<file path="src/rtl/memory_arbiter_pkg.sv">
// Shared definitions for the memory_unit command port arbiter: func codes,
// bus widths, FSM state encodings and the per-requester command record.
package memory_arbiter_pkg;

    localparam int MEM_ADDR_W = 16;
    localparam int MEM_DATA_W = 32;
    localparam int CNT_W      = 16;

    typedef enum logic [1:0] {
        GET_CONTENTS = 2'd0,
        SET_CONTENTS = 2'd1,
        GET_FREE     = 2'd2
    } mem_func_e;

    typedef enum logic [1:0] {
        ARB_IDLE  = 2'd0,
        ARB_ISSUE = 2'd1,
        ARB_WAIT  = 2'd2,
        ARB_DONE  = 2'd3
    } arb_state_e;

    typedef struct packed {
        logic [1:0]            func;
        logic [MEM_ADDR_W-1:0] addr1;
        logic [MEM_ADDR_W-1:0] addr2;
        logic [MEM_DATA_W-1:0] wdata;
    } mem_cmd_t;

endpackage

</file>
<file path="src/rtl/memory_arbiter_rr_pick.sv">
// Combinational round-robin picker: first requester at or after ptr, wrapping.
module mem_rr_pick #(
    parameter int N_REQ = 3,
    parameter int IW    = 2
) (
    input  logic [N_REQ-1:0] req,
    input  logic [IW-1:0]    ptr,
    output logic [N_REQ-1:0] sel,
    output logic [IW-1:0]    idx,
    output logic             any
);

    always_comb begin
        sel = '0;
        idx = '0;
        any = 1'b0;
        for (int k = 0; k < N_REQ; k++) begin
            int j;
            j = (int'(ptr) + k) % N_REQ;
            if (!any && req[j]) begin
                any    = 1'b1;
                idx    = IW'(j);
                sel[j] = 1'b1;
            end
        end
    end

endmodule

</file>
<file path="src/rtl/memory_arbiter.sv">
// Round-robin sequencer sharing the single memory_unit command port between
// N_REQ requesters; one command in flight, aborted after TIMEOUT WAIT cycles.
module memory_arbiter
    import memory_arbiter_pkg::*;
#(
    parameter int N_REQ   = 3,
    parameter int TIMEOUT = 1023
) (
    input  logic                        clk,
    input  logic                        rst,
    input  logic [N_REQ-1:0]            req,
    input  logic [2*N_REQ-1:0]          req_func,
    input  logic [MEM_ADDR_W*N_REQ-1:0] req_addr1,
    input  logic [MEM_ADDR_W*N_REQ-1:0] req_addr2,
    input  logic [MEM_DATA_W*N_REQ-1:0] req_wdata,
    output logic [N_REQ-1:0]            grant,
    output logic [N_REQ-1:0]            done,
    output logic                        err,
    output logic [MEM_DATA_W-1:0]       rdata1,
    output logic [MEM_DATA_W-1:0]       rdata2,
    output logic [MEM_ADDR_W-1:0]       free_addr_out,
    output logic                        busy,
    output logic                        timeout_err,
    output logic [1:0]                  mem_func,
    output logic                        mem_execute,
    output logic [MEM_ADDR_W-1:0]       mem_addr1,
    output logic [MEM_ADDR_W-1:0]       mem_addr2,
    output logic [MEM_DATA_W-1:0]       mem_wdata,
    input  logic                        mem_is_ready,
    input  logic [MEM_DATA_W-1:0]       mem_read_data1,
    input  logic [MEM_DATA_W-1:0]       mem_read_data2,
    input  logic [MEM_ADDR_W-1:0]       mem_free_addr
);

    localparam int IW = $clog2(N_REQ);

    arb_state_e       state, next_state;
    logic [IW-1:0]    ptr, gidx, pick_idx;
    logic [N_REQ-1:0] pick_sel;
    logic             pick_any, start, cnt_hit, timed_out;
    logic [CNT_W-1:0] cnt;
    mem_cmd_t         cmd [N_REQ];
    mem_cmd_t         cur;

    for (genvar i = 0; i < N_REQ; i++) begin : g_unpack
        assign cmd[i] = '{func:  req_func[2*i +: 2],
                          addr1: req_addr1[MEM_ADDR_W*i +: MEM_ADDR_W],
                          addr2: req_addr2[MEM_ADDR_W*i +: MEM_ADDR_W],
                          wdata: req_wdata[MEM_DATA_W*i +: MEM_DATA_W]};
    end

    mem_rr_pick #(.N_REQ(N_REQ), .IW(IW)) u_pick (
        .req (req),
        .ptr (ptr),
        .sel (pick_sel),
        .idx (pick_idx),
        .any (pick_any)
    );

    assign start   = pick_any & mem_is_ready;
    assign cnt_hit = (cnt == CNT_W'(TIMEOUT));

    assign mem_func  = cur.func;
    assign mem_addr1 = cur.addr1;
    assign mem_addr2 = cur.addr2;
    assign mem_wdata = cur.wdata;

    always_ff @(posedge clk or negedge rst) begin
        if (!rst) state <= ARB_IDLE;
        else      state <= next_state;
    end

    // mem_is_ready is ignored in ISSUE: the memory unit holds it low under execute.
    always_comb begin
        next_state = state;
        case (state)
            ARB_IDLE:  if (start) next_state = ARB_ISSUE;
            ARB_ISSUE: next_state = ARB_WAIT;
            ARB_WAIT:  if (mem_is_ready || cnt_hit) next_state = ARB_DONE;
            ARB_DONE:  next_state = ARB_IDLE;
            default:   next_state = ARB_IDLE;
        endcase
    end

    always_comb begin
        mem_execute = (state == ARB_ISSUE);
        busy        = (state != ARB_IDLE);
        done        = (state == ARB_DONE) ? grant : '0;
        err         = (state == ARB_DONE) && timed_out;
    end

    always_ff @(posedge clk or negedge rst) begin
        if (!rst) begin
            ptr           <= '0;
            gidx          <= '0;
            grant         <= '0;
            cur           <= '0;
            cnt           <= '0;
            timed_out     <= 1'b0;
            timeout_err   <= 1'b0;
            rdata1        <= '0;
            rdata2        <= '0;
            free_addr_out <= '0;
        end else begin
            case (state)
                ARB_IDLE: if (start) begin
                    grant <= pick_sel;
                    gidx  <= pick_idx;
                    cur   <= cmd[pick_idx];
                end
                ARB_ISSUE: begin
                    cnt       <= '0;
                    timed_out <= 1'b0;
                end
                ARB_WAIT: begin
                    if (mem_is_ready) begin
                        if (cur.func == GET_CONTENTS) begin
                            rdata1 <= mem_read_data1;
                            rdata2 <= mem_read_data2;
                        end else if (cur.func == GET_FREE) begin
                            free_addr_out <= mem_free_addr;
                        end
                    end else if (cnt_hit) begin
                        timed_out   <= 1'b1;
                        timeout_err <= 1'b1;
                    end else begin
                        cnt <= cnt + 1'b1;
                    end
                end
                ARB_DONE: begin
                    grant <= '0;
                    ptr   <= (gidx == IW'(N_REQ-1)) ? '0 : gidx + 1'b1;
                end
                default: ;
            endcase
        end
    end

endmodule

</file>
<file path="config.mk">
export PLATFORM = sky130hd
export DESIGN_NAME = memory_arbiter
export DESIGN_NICKNAME = d
export VERILOG_FILES = /design/src/rtl/memory_arbiter_pkg.sv /design/src/rtl/memory_arbiter_rr_pick.sv /design/src/rtl/memory_arbiter.sv
export SDC_FILE = /design/constraint.sdc
export NUM_CORES = 1
export LEC_CHECK = 0
export ABC_CLOCK_PERIOD_IN_PS = 3070
export CAP_MARGIN = 0
export CELL_PAD_IN_SITES_DETAIL_PLACEMENT = 1
export CELL_PAD_IN_SITES_GLOBAL_PLACEMENT = 1
export CORE_ASPECT_RATIO = 1.5
export CORE_UTILIZATION = 29
export CTS_BUF_LIST = sky130_fd_sc_hd__clkbuf_4 sky130_fd_sc_hd__clkbuf_8 sky130_fd_sc_hd__clkbuf_16
export DETAILED_ROUTE_END_ITERATION = 10
export GPL_ROUTABILITY_DRIVEN = 1
export PLACE_DENSITY_LB_ADDON = 0.25
export SYNTH_ARGS = -nofsm -noshare
export SYNTH_HDL_FRONTEND = slang
export SYNTH_HIERARCHICAL = 1
export SYNTH_SLANG_ARGS = --single-unit
</file>
<file path="constraint.sdc">
create_clock -name clk -period 3.07 [get_ports clk]
set_input_delay 0.307 -clock clk [delete_from_list [all_inputs] [get_ports clk]]
set_output_delay 0.307 -clock clk [all_outputs]
set_load 0.05 [all_outputs]
</file>
---- Word-level counts from Yosys, hierarchy flattened ----
Index checks and enable logic that the tools add are counted.
cells by class
  $mul .................................... 0
  bitwise gates (word level) .............. 6
  equality and inequality tests ........... 11
  reduce and logical (&&, ||, !) cells .... 22
  divide/modulo/power cells ............... 3
  add/subtract/negate cells ............... 4
  muxes and demuxes ....................... 40
  shift-type cells ........................ 0
  $lt $le $gt $ge ......................... 7
operators with widths
  operator                                                            number
  binary-select mux 66 bit (select 2 bit)                             1
  two-way mux 66 bit                                                  2
  greater-or-equal comparator 32 x 1 -> 1 bit, second input constant  3
  < comparator 32 x 4 -> 1 bit, second input constant                 3
  modulo 32 x 3 -> 32 bit, second input constant                      2
  modulo 3 x 3 -> 32 bit, second input constant                       1
  two-way mux 16 bit                                                  2
  one-hot mux 16 bit (2 select lines)                                 1
  adder 16 x 1 -> 16 bit, second input constant                       1
  == test 16 x 10 -> 1 bit, second input constant                     1
  two-way mux 3 bit                                                   5
  two-way mux 1 bit                                                   14
  two-way mux 2 bit                                                   6
  AND reduction 3 bit                                                 4
  != test 2 bit, second input constant                                5
  == test 2 bit, second input constant                                4
  one-hot mux 2 bit (4 select lines)                                  1
  binary-select mux 1 bit (select 2 bit)                              3
  demux 1 bit (select 2 bit)                                          3
  logical AND 1 bit                                                   6
  bitwise OR 3 bit                                                    2
  one-hot mux 3 bit (2 select lines)                                  1
  AND reduction 2 bit                                                 3
  nonzero test 2 bit                                                  3
  13 further kinds                                                    16
word-level totals
  output and inout bits ................... 156
  memory bits (writable) .................. 0
  ROM bits ................................ 0
  memories kept ........................... 0
  bits in latches ......................... 0
  flip-flop bits (word level) ............. 173
  word-level logic and storage cells ...... 107

---- Logic depth before layout (Yosys ltp) ----
  depth in word-level cells ............... 15
  mapped depth ............................ 14
  mapped depth without buffers ............ 10

---- By module ----
Netlist, hierarchy kept.
modules (own cells, without submodules)
  module          instances  area each (µm²)  cells an instance  sequential area each (µm²)
  memory_arbiter  1          8,086.5          761                4,329.2
  mem_rr_pick     1          381.6            52                 0.0

---- Worst setup path before layout ----
No wires, ideal clock.
  path type ............................... flip-flop to flip-flop
  start point ............................. register ptr[0]
  end point ............................... register cur (netlist bit mem_addr1[0])
  data required time ...................... 2.937 ns
  cell stages (with the launch flop) ...... 15
  slack ................................... 0.514 ns
  library setup time ...................... 0.133 ns
  clock period less this slack ............ 2.556 ns
  data arrival time ....................... 2.423 ns
  buffers on the path ..................... 4
  cells stage by stage .................... dfrtp_1 inv_1 ha_1 buf_2 inv_1 o31ai_1 a21oi_1 nor2_1 clkbuf_1 buf_2 buf_2 mux2i_1 nor2_1 a21oi_1 o21ai_0
between the ends
  longest elaborated chain between the ends .. 15
  elaborated cells on any way between the ends .. 30
RTL lines
  item                                                                              RTL line                      RTL
  start: declaration                                                                memory_arbiter.sv:38          logic [IW-1:0] ptr, gidx, pick_idx;
  start signal: assignment                                                          memory_arbiter.sv:132         ptr <= (gidx == IW'(N_REQ-1)) ? '0 : gidx + 1'b1;
  parallel branches: the longest is 10 deep, another holds modulo 32 x 3 -> 32 bit  -
  two-way mux 2 bit (*)                                                             memory_arbiter_rr_pick.sv:20  if (!any && req[j]) begin
  via pick_idx[1]                                                                   memory_arbiter.sv:38
  inverter 2 -> 3 bit (not written as such) (*)                                     memory_arbiter.sv:109         cur <= cmd[pick_idx];
  binary-select mux 66 bit (select 2 bit) (*)                                       memory_arbiter.sv:109
  two-way mux 66 bit (not written as such) (*) (2 in a row)                         memory_arbiter.sv:109
  end signal: assignment                                                            memory_arbiter.sv:109
  end: declaration                                                                  memory_arbiter.sv:43          mem_cmd_t cur;
Mark *: on every way through the listed nets, which the timed path passes. The select of a mux whose other input is x is not followed.
A chain may end at the register's enable or synchronous reset.

---- Worst setup path in the final report ----
  start point ............................. register ptr[1]
  end point ............................... register cur (netlist bit mem_addr1[1])
The elaborated chain is that of the path after synthesis.

==> results.json <==
{
  "fin_util_pct": 49.2,
  "die_w_um": 142,
  "core_area_um2": 28700,
  "finalCritPeriodShare_pct": 91.0,
  "synth.avg_cell_area_um2": 10.4,
  "synthAdderAreaFrac_pct": 1.33,
  "drc": 0,
  "syn_to_final_growth_pct": 66.9,
  "relSlewSlack_pct": 50.7,
  "post-place-cells": 1613,
  "timing_worst_setup_path_type": "reg2reg",
  "post_cts_buffers": 0,
  "clock.fmax_mhz": 358,
  "cts_num_sinks": 173,
  "synthFlopType": "dfrtp_1",
  "detail_route.wl_per_cell_um": 19.8,
  "worstPathRequired_ns": 3.39,
  "place_congestion": 0.824,
  "leakage_nw": 5.81,
  "powerDensity_nw_per_um2": 1140,
  "grt_max_degree": 99,
  "synth_seq_area_share_pct": 51.1,
  "antenna_found_initial": 11,
  "hold_path_class": "in2async",
  "critPathSlowestCell": "dfrtp_1",
  "hold_viol": 0,
  "max-cap-violations": 0,
  "multi_input_comb_area_um2": 3890,
  "synth_cell_types": 56,
  "synth-edff-count": 0,
  "status": "finished, final reports clean",
  "ctsLongestPathBuffers": 2,
  "cpPeakStageDelay_ns": 0.41,
  "syn_nets": 1106,
  "fin_area_um2": 14100,
  "vias_per_cell": 4.79,
  "setup_viol": 0,
  "critPathArrivalTime_ns": 3.11,
  "finalClockSkew_ns": 0.0126,
  "vias": 7929,
  "grt_pass1_vias": 8499,
  "grt-ovfl-total": 0,
  "final_cell_mix": "clkdlybuf4s50_1 (438), dfrtp_1 (173), nand2_1 (89), mux2_2 (84), o21ai_0 (82)",
  "fp.dieH_um": 211,
  "cts_inserted_buffers": 17,
  "syn-cell-area_um2": 8470,
  "cts.htree.levels": 4,
  "ir_drop_v": 0.000447,
  "layout_commonest_cell": "clkdlybuf4s50_1",
  "syn_inst": 813,
  "finalNonFillerCells": 1657,
  "grt_pass1_wl_mm": 49.3,
  "tightestPinTransition_ns": 0.737,
  "cp_num_buf_inv": 3,
  "routed_wl_mm": 32.8,
  "worstPathCellList": "inv_1 -> ha_2 -> mux2i_4 -> mux2i_4 -> mux2i_1 -> nor2_4 -> buf_12 -> buf_4 -> mux2i_1 -> nor2_1 -> a21oi_1 -> o21ai_0",
  "initial_core_util_pct": 29.5,
  "synth_top_family_by_area": "multiplexers",
  "fillers": 3209,
  "path_max_fanout": 25,
  "drt_iter0_drc": 209,
  "rsz0062_at_grt": "no",
  "endpoint_kind": "flip-flop",
  "setup_tns_ns": 0,
  "post_synth_and_or_nand_nor_area_fraction_pct": 11.7,
  "yosysWarnings": 6,
  "drive_gt1_share_pct": 12.4,
  "path_clk_slew_ns": 0.07,
  "synth-xor-area-share_pct": 0,
  "core.rowCount": 76,
  "drv_slew": 0,
  "cts_root_buffer": "clkbuf_16",
  "die-area_um2": 29900,
  "final-seq-area_um2": 4330,
  "cp-start-kind": "flip-flop",
  "synthMuxAreaShare_pct": 19.7,
  "dp_hpwl_mm": 25.8,
  "postRouteAntennaNets": 0,
  "nNetsFinal": 1536,
  "min_period_ns": 2.80,
  "crit_family": "multiplexers",
  "io_buffer_count": 439,
  "grtUsageTotal_pct": 22.2,
  "dpl_cell_area_um2": 13500,
  "synth-async-reset-ratio_pct": 100,
  "io_pins": 440,
  "ys_ff_latch": 173,
  "clk_latency_ns": 0.45,
  "cts_tree": "built",
  "dr.pass1.iters": 4,
  "synth_compound_area_share_pct": 12.6
}
metrics by stage:
step,setup slack [ns],power [W],hold slack (ns)
floorplan,0.514,0.0101,0.0114
global placement,0.251,0.0137,0.368
detailed placement,0.142,0.0139,0.366
CTS,0.148,0.0163,0.440
global route,0.0643,0.0169,0.457
finish,0.275,0.0161,0.426
final cells by class:
type,instances,share of cell area [%]
timing repair buffer,463,33.4
sequential,173,30.6
multi-input combinational,575,27.5
tap,390,3.45
clock buffer,18,3.06
clock inverter,14,1.41
inverter,13,0.345
antenna,11,0.195
worst paths after layout:
kind / startpoint / end / slack [ns] / cells past startpoint
max: ptr[1]$_DFFE_PN0P_ / mem_addr1[1]$_DFFE_PN0P_ / 0.27 / 12
min: rst / rdata1[10]$_DFFE_PN0P_ / 0.43 / 2
max reg2reg: ptr[1]$_DFFE_PN0P_ / mem_addr1[1]$_DFFE_PN0P_ / 0.27 / 12
min reg2reg: timeout_err$_DFFE_PN0P_ / timeout_err$_DFFE_PN0P_ / 0.48 / 1
max in group asynchronous: rst / mem_wdata[5]$_DFFE_PN0P_ / 1.75 / 3
min in group clk: mem_free_addr[10] / free_addr_out[10]$_DFFE_PN0P_ / 0.47 / 2
state kept, by name, indices dropped and copies added, names as in the netlist, 3 cells and up:
name and flops:
mem_wdata 32, rdata1 32, rdata2 32, cnt 16
free_addr_out 16, mem_addr1 16, mem_addr2 16, grant 3
where the power goes:
group	internal (W)	switching (W)
Clock	0.00133	0.00103
Combinational	0.00362	0.00625
Sequential	0.00328	0.000581
Total	0.00822	0.00786
Yosys cell counts (2+ instances only):
| cell type | instances | area [um^2] |
|---|---|---|
| dfrtp_1 | 173 | 4330 |
| nand2_1 | 89 | 334 |
| mux2_2 | 84 | 946 |
| o21ai_0 | 82 | 410 |
| nor2_1 | 81 | 304 |
| a21oi_1 | 76 | 380 |
| mux2i_1 | 68 | 681 |
| clkbuf_1 | 29 | 109 |
| buf_2 | 15 | 75.1 |
| inv_1 | 13 | 48.8 |
| and2_1 | 9 | 56.3 |
| ha_1 | 9 | 113 |
| nand3_1 | 8 | 40.0 |
| o31ai_1 | 8 | 60.1 |
| nor3_1 | 6 | 30.0 |
| buf_1 | 5 | 18.8 |
| a22oi_1 | 4 | 30.0 |
| nor2b_1 | 4 | 25.0 |
| a21o_1 | 3 | 22.5 |
| a31oi_1 | 3 | 18.8 |
| nand2b_1 | 3 | 18.8 |
| nand4_1 | 3 | 18.8 |
| and3_1 | 2 | 12.5 |
| mux2i_4 | 2 | 45.0 |
| o21bai_1 | 2 | 15.0 |
| o41ai_1 | 2 | 17.5 |
routing by layer:
layer	track usage [%]	vias to the layer above	routed length, um
li1	-	3714	-
met1	22.5	3847	11600
met2	40.4	327	17900
met3	7.41	39	2440
met4	10.4	2	790
met5	0	-	13
cells by family after synthesis:
logic type	count (synthesis)
buffers and inverters	65
AOI/OAI and AO/OA	193
DFF	173
and+or+nand+nor	219
muxes	154
adders and majority gates	9
repair_timing:
action,4_1_cts,5_1_grt
resized for setup,0,1
hold buffers,1,0
hold endpoints to repair,67,0
endpoints found under the setup margin,0,9
(Power assumes the default switching activity.)
==> patch, RTL diff (same settings) <==
The 4 states of `arb_state_e` get a one-hot encoding in 4 bits.
--- a/src/rtl/memory_arbiter_pkg.sv
+++ b/src/rtl/memory_arbiter_pkg.sv
@@ -12,11 +12,11 @@
         GET_FREE     = 2'd2
     } mem_func_e;
 
-    typedef enum logic [1:0] {
-        ARB_IDLE  = 2'd0,
-        ARB_ISSUE = 2'd1,
-        ARB_WAIT  = 2'd2,
-        ARB_DONE  = 2'd3
+    typedef enum logic [3:0] {
+        ARB_IDLE  = 4'b0001,
+        ARB_ISSUE = 4'b0010,
+        ARB_WAIT  = 4'b0100,
+        ARB_DONE  = 4'b1000
     } arb_state_e;
 
     typedef struct packed {
Behaviour: same outputs for any inputs over 4 cycles, from zero or initial values and one cycle with rst low; so few cycles prove little.
==> patch against the original RTL <==
Routed wire length is 2.5% lower. Synthesized area increased by 0.99%. Setup slack lost 58 ps. Combinational power shrank 31%. Final area fell by 0.25%. Sequential cell count increased by 2. Power is 22% lower.
==> patch: results (changes against the original RTL) <==
initial detailed-routing violation count 328 (was 209); WP data arrival 2550 ps (was 3110 ps); layout cell share with drive strength beyond 1 6.54% (was 12.4%); hpwl dp 24.8 mm (was 25.8 mm); clock share of power 17.7% (was 14.6%); DP Area 0.0135 mm² (about the same); Peak VDD IR 517 µV (was 447 µV); P_leak 5.93 nW (was 5.81 nW); final wirelength 32.0 mm (was 32.8 mm); Max-slew headroom 49.3% (was 50.7%); TritonCTS Buffers 17 (unchanged); sequential area share after synthesis 51.2% (was 51.1%); fin crit share 92.9% (was 91.0%); status complete, no violations (unchanged); Vias 7975 (was 7929); worst hold slack 451 ps (was 426 ps); IO buf count 439 (unchanged); switch share 46.2% (was 48.9%); 1st-pass router iterations 4 (unchanged); synth unique cells 62 (was 56); hold endpoint free_addr_out[7]; mux share of post-synthesis cell area 19.3% (was 19.7%); metal2 WL 18.0 mm (was 17.9 mm); skew final 10.5 ps (was 12.6 ps); CP endpoint err (was mem_addr1[1]); CP max FO 5 (was 25); part of the power in registers 28.1% (was 24.0%); adder-cell share of the synthesized area 0.732% (was 1.33%); syn_area_per_cell 10.5 µm² (was 10.4 µm²); post-synthesis async set-or-reset flop share 100% (unchanged); Placed Cells 1611 (was 1613); CP Launch Point state[1] (was ptr[1]); hold path cells 2; routability congestion estimate 0.812 (was 0.824); post-synthesis compound-gate area fraction 12.3% (was 12.6%); worst r2r dst mem_wdata[24] (was mem_addr1[1]); CP max stage delay 800 ps (was 410 ps); antenna violations before repair 4 (was 11); Reg-to-Reg Start ptr[0] (was ptr[1]); syn_nets 1100 (was 1106); commonest cells in the netlist dfrtp_1 (174), a21oi_1 (140), nor2_1 (139) (was dfrtp_1 (173), nand2_1 (89), mux2_2 (84)); Metal-1 WL 11.0 mm (was 11.6 mm); via/cell ratio 4.84 (was 4.79); pin count of the biggest net entering global routing 78 (was 99); Core Util, Final 48.9% (was 49.2%); met3 Use GR 5.95% (was 7.41%); Total GRT Usage 21.4% (was 22.2%); Flop+latch power 0.00352 W (was 0.00386 W); met3 wire length 2.20 mm (was 2.44 mm); vias in the first global route 8521 (was 8499); M2 GR Usage 40.5% (was 40.4%); Hold/Removal Path Class input pin to register (was input pin to asynchronous set/reset pin); met1 Use GR 21.5% (was 22.5%); main area contributors after synthesis dfrtp_1 (51%), mux2_1 (10%), a21oi_1 (8.2%), mux2i_1 (8.0%), nor2_1 (6.1%) (was dfrtp_1 (51%), mux2_2 (11%), mux2i_1 (8.0%), o21ai_0 (4.8%), a21oi_1 (4.5%)); post-synthesis xor/xnor area fraction 0% (unchanged); nets 1530 (was 1536); Skew-Pair Late Insertion Delay 450 ps (about the same); DP Worst Slack 368 ps (was 142 ps); Critical-path top delay cell clkdlybuf4s50_1 (was dfrtp_1); first-pass GRT wire length 48.5 mm (was 49.3 mm)
==> patch: changes by cell type after synthesis, moves of 5 or more <==
cell,unedited run,this run
buf_2,15,23
nand2_1,89,23
a31oi_1,3,13
clkbuf_1,29,18
o21ai_0,82,5
mux2_2,84,6
buf_6,1,7
nand2b_1,3,11
a21oi_1,76,140
nand4_1,3,8
and2_1,9,4
o31ai_1,8,2
mux2_1,0,76
nor2_1,81,139
==> patch: final cells by class <==
cell class | instances | area, µm²
Antenna cell | 3 | 7.51
Clock buffer | 21 | 462
Clock inverter | 11 | 133
Fill cell | 3150 | 14700
Inverter | 13 | 48.8
Multi-Input combinational cell | 569 | 3850
Sequential cell | 175 | 4380
Tap cell | 390 | 488
Timing Repair Buffer | 465 | 4730
==> patch: critical path, delay by kind of cell, from the launching register on <==
kind	cells	cell delay, ps
simple gates	2	650
buf+inv	2	1020
flops	1	450
==> patch: what timing repair did <==
action | in CTS | in global routing
hold buffers | 1 | 0
hold endpoints to repair | 74 | 0
endpoints found under the setup margin | 0 | 0
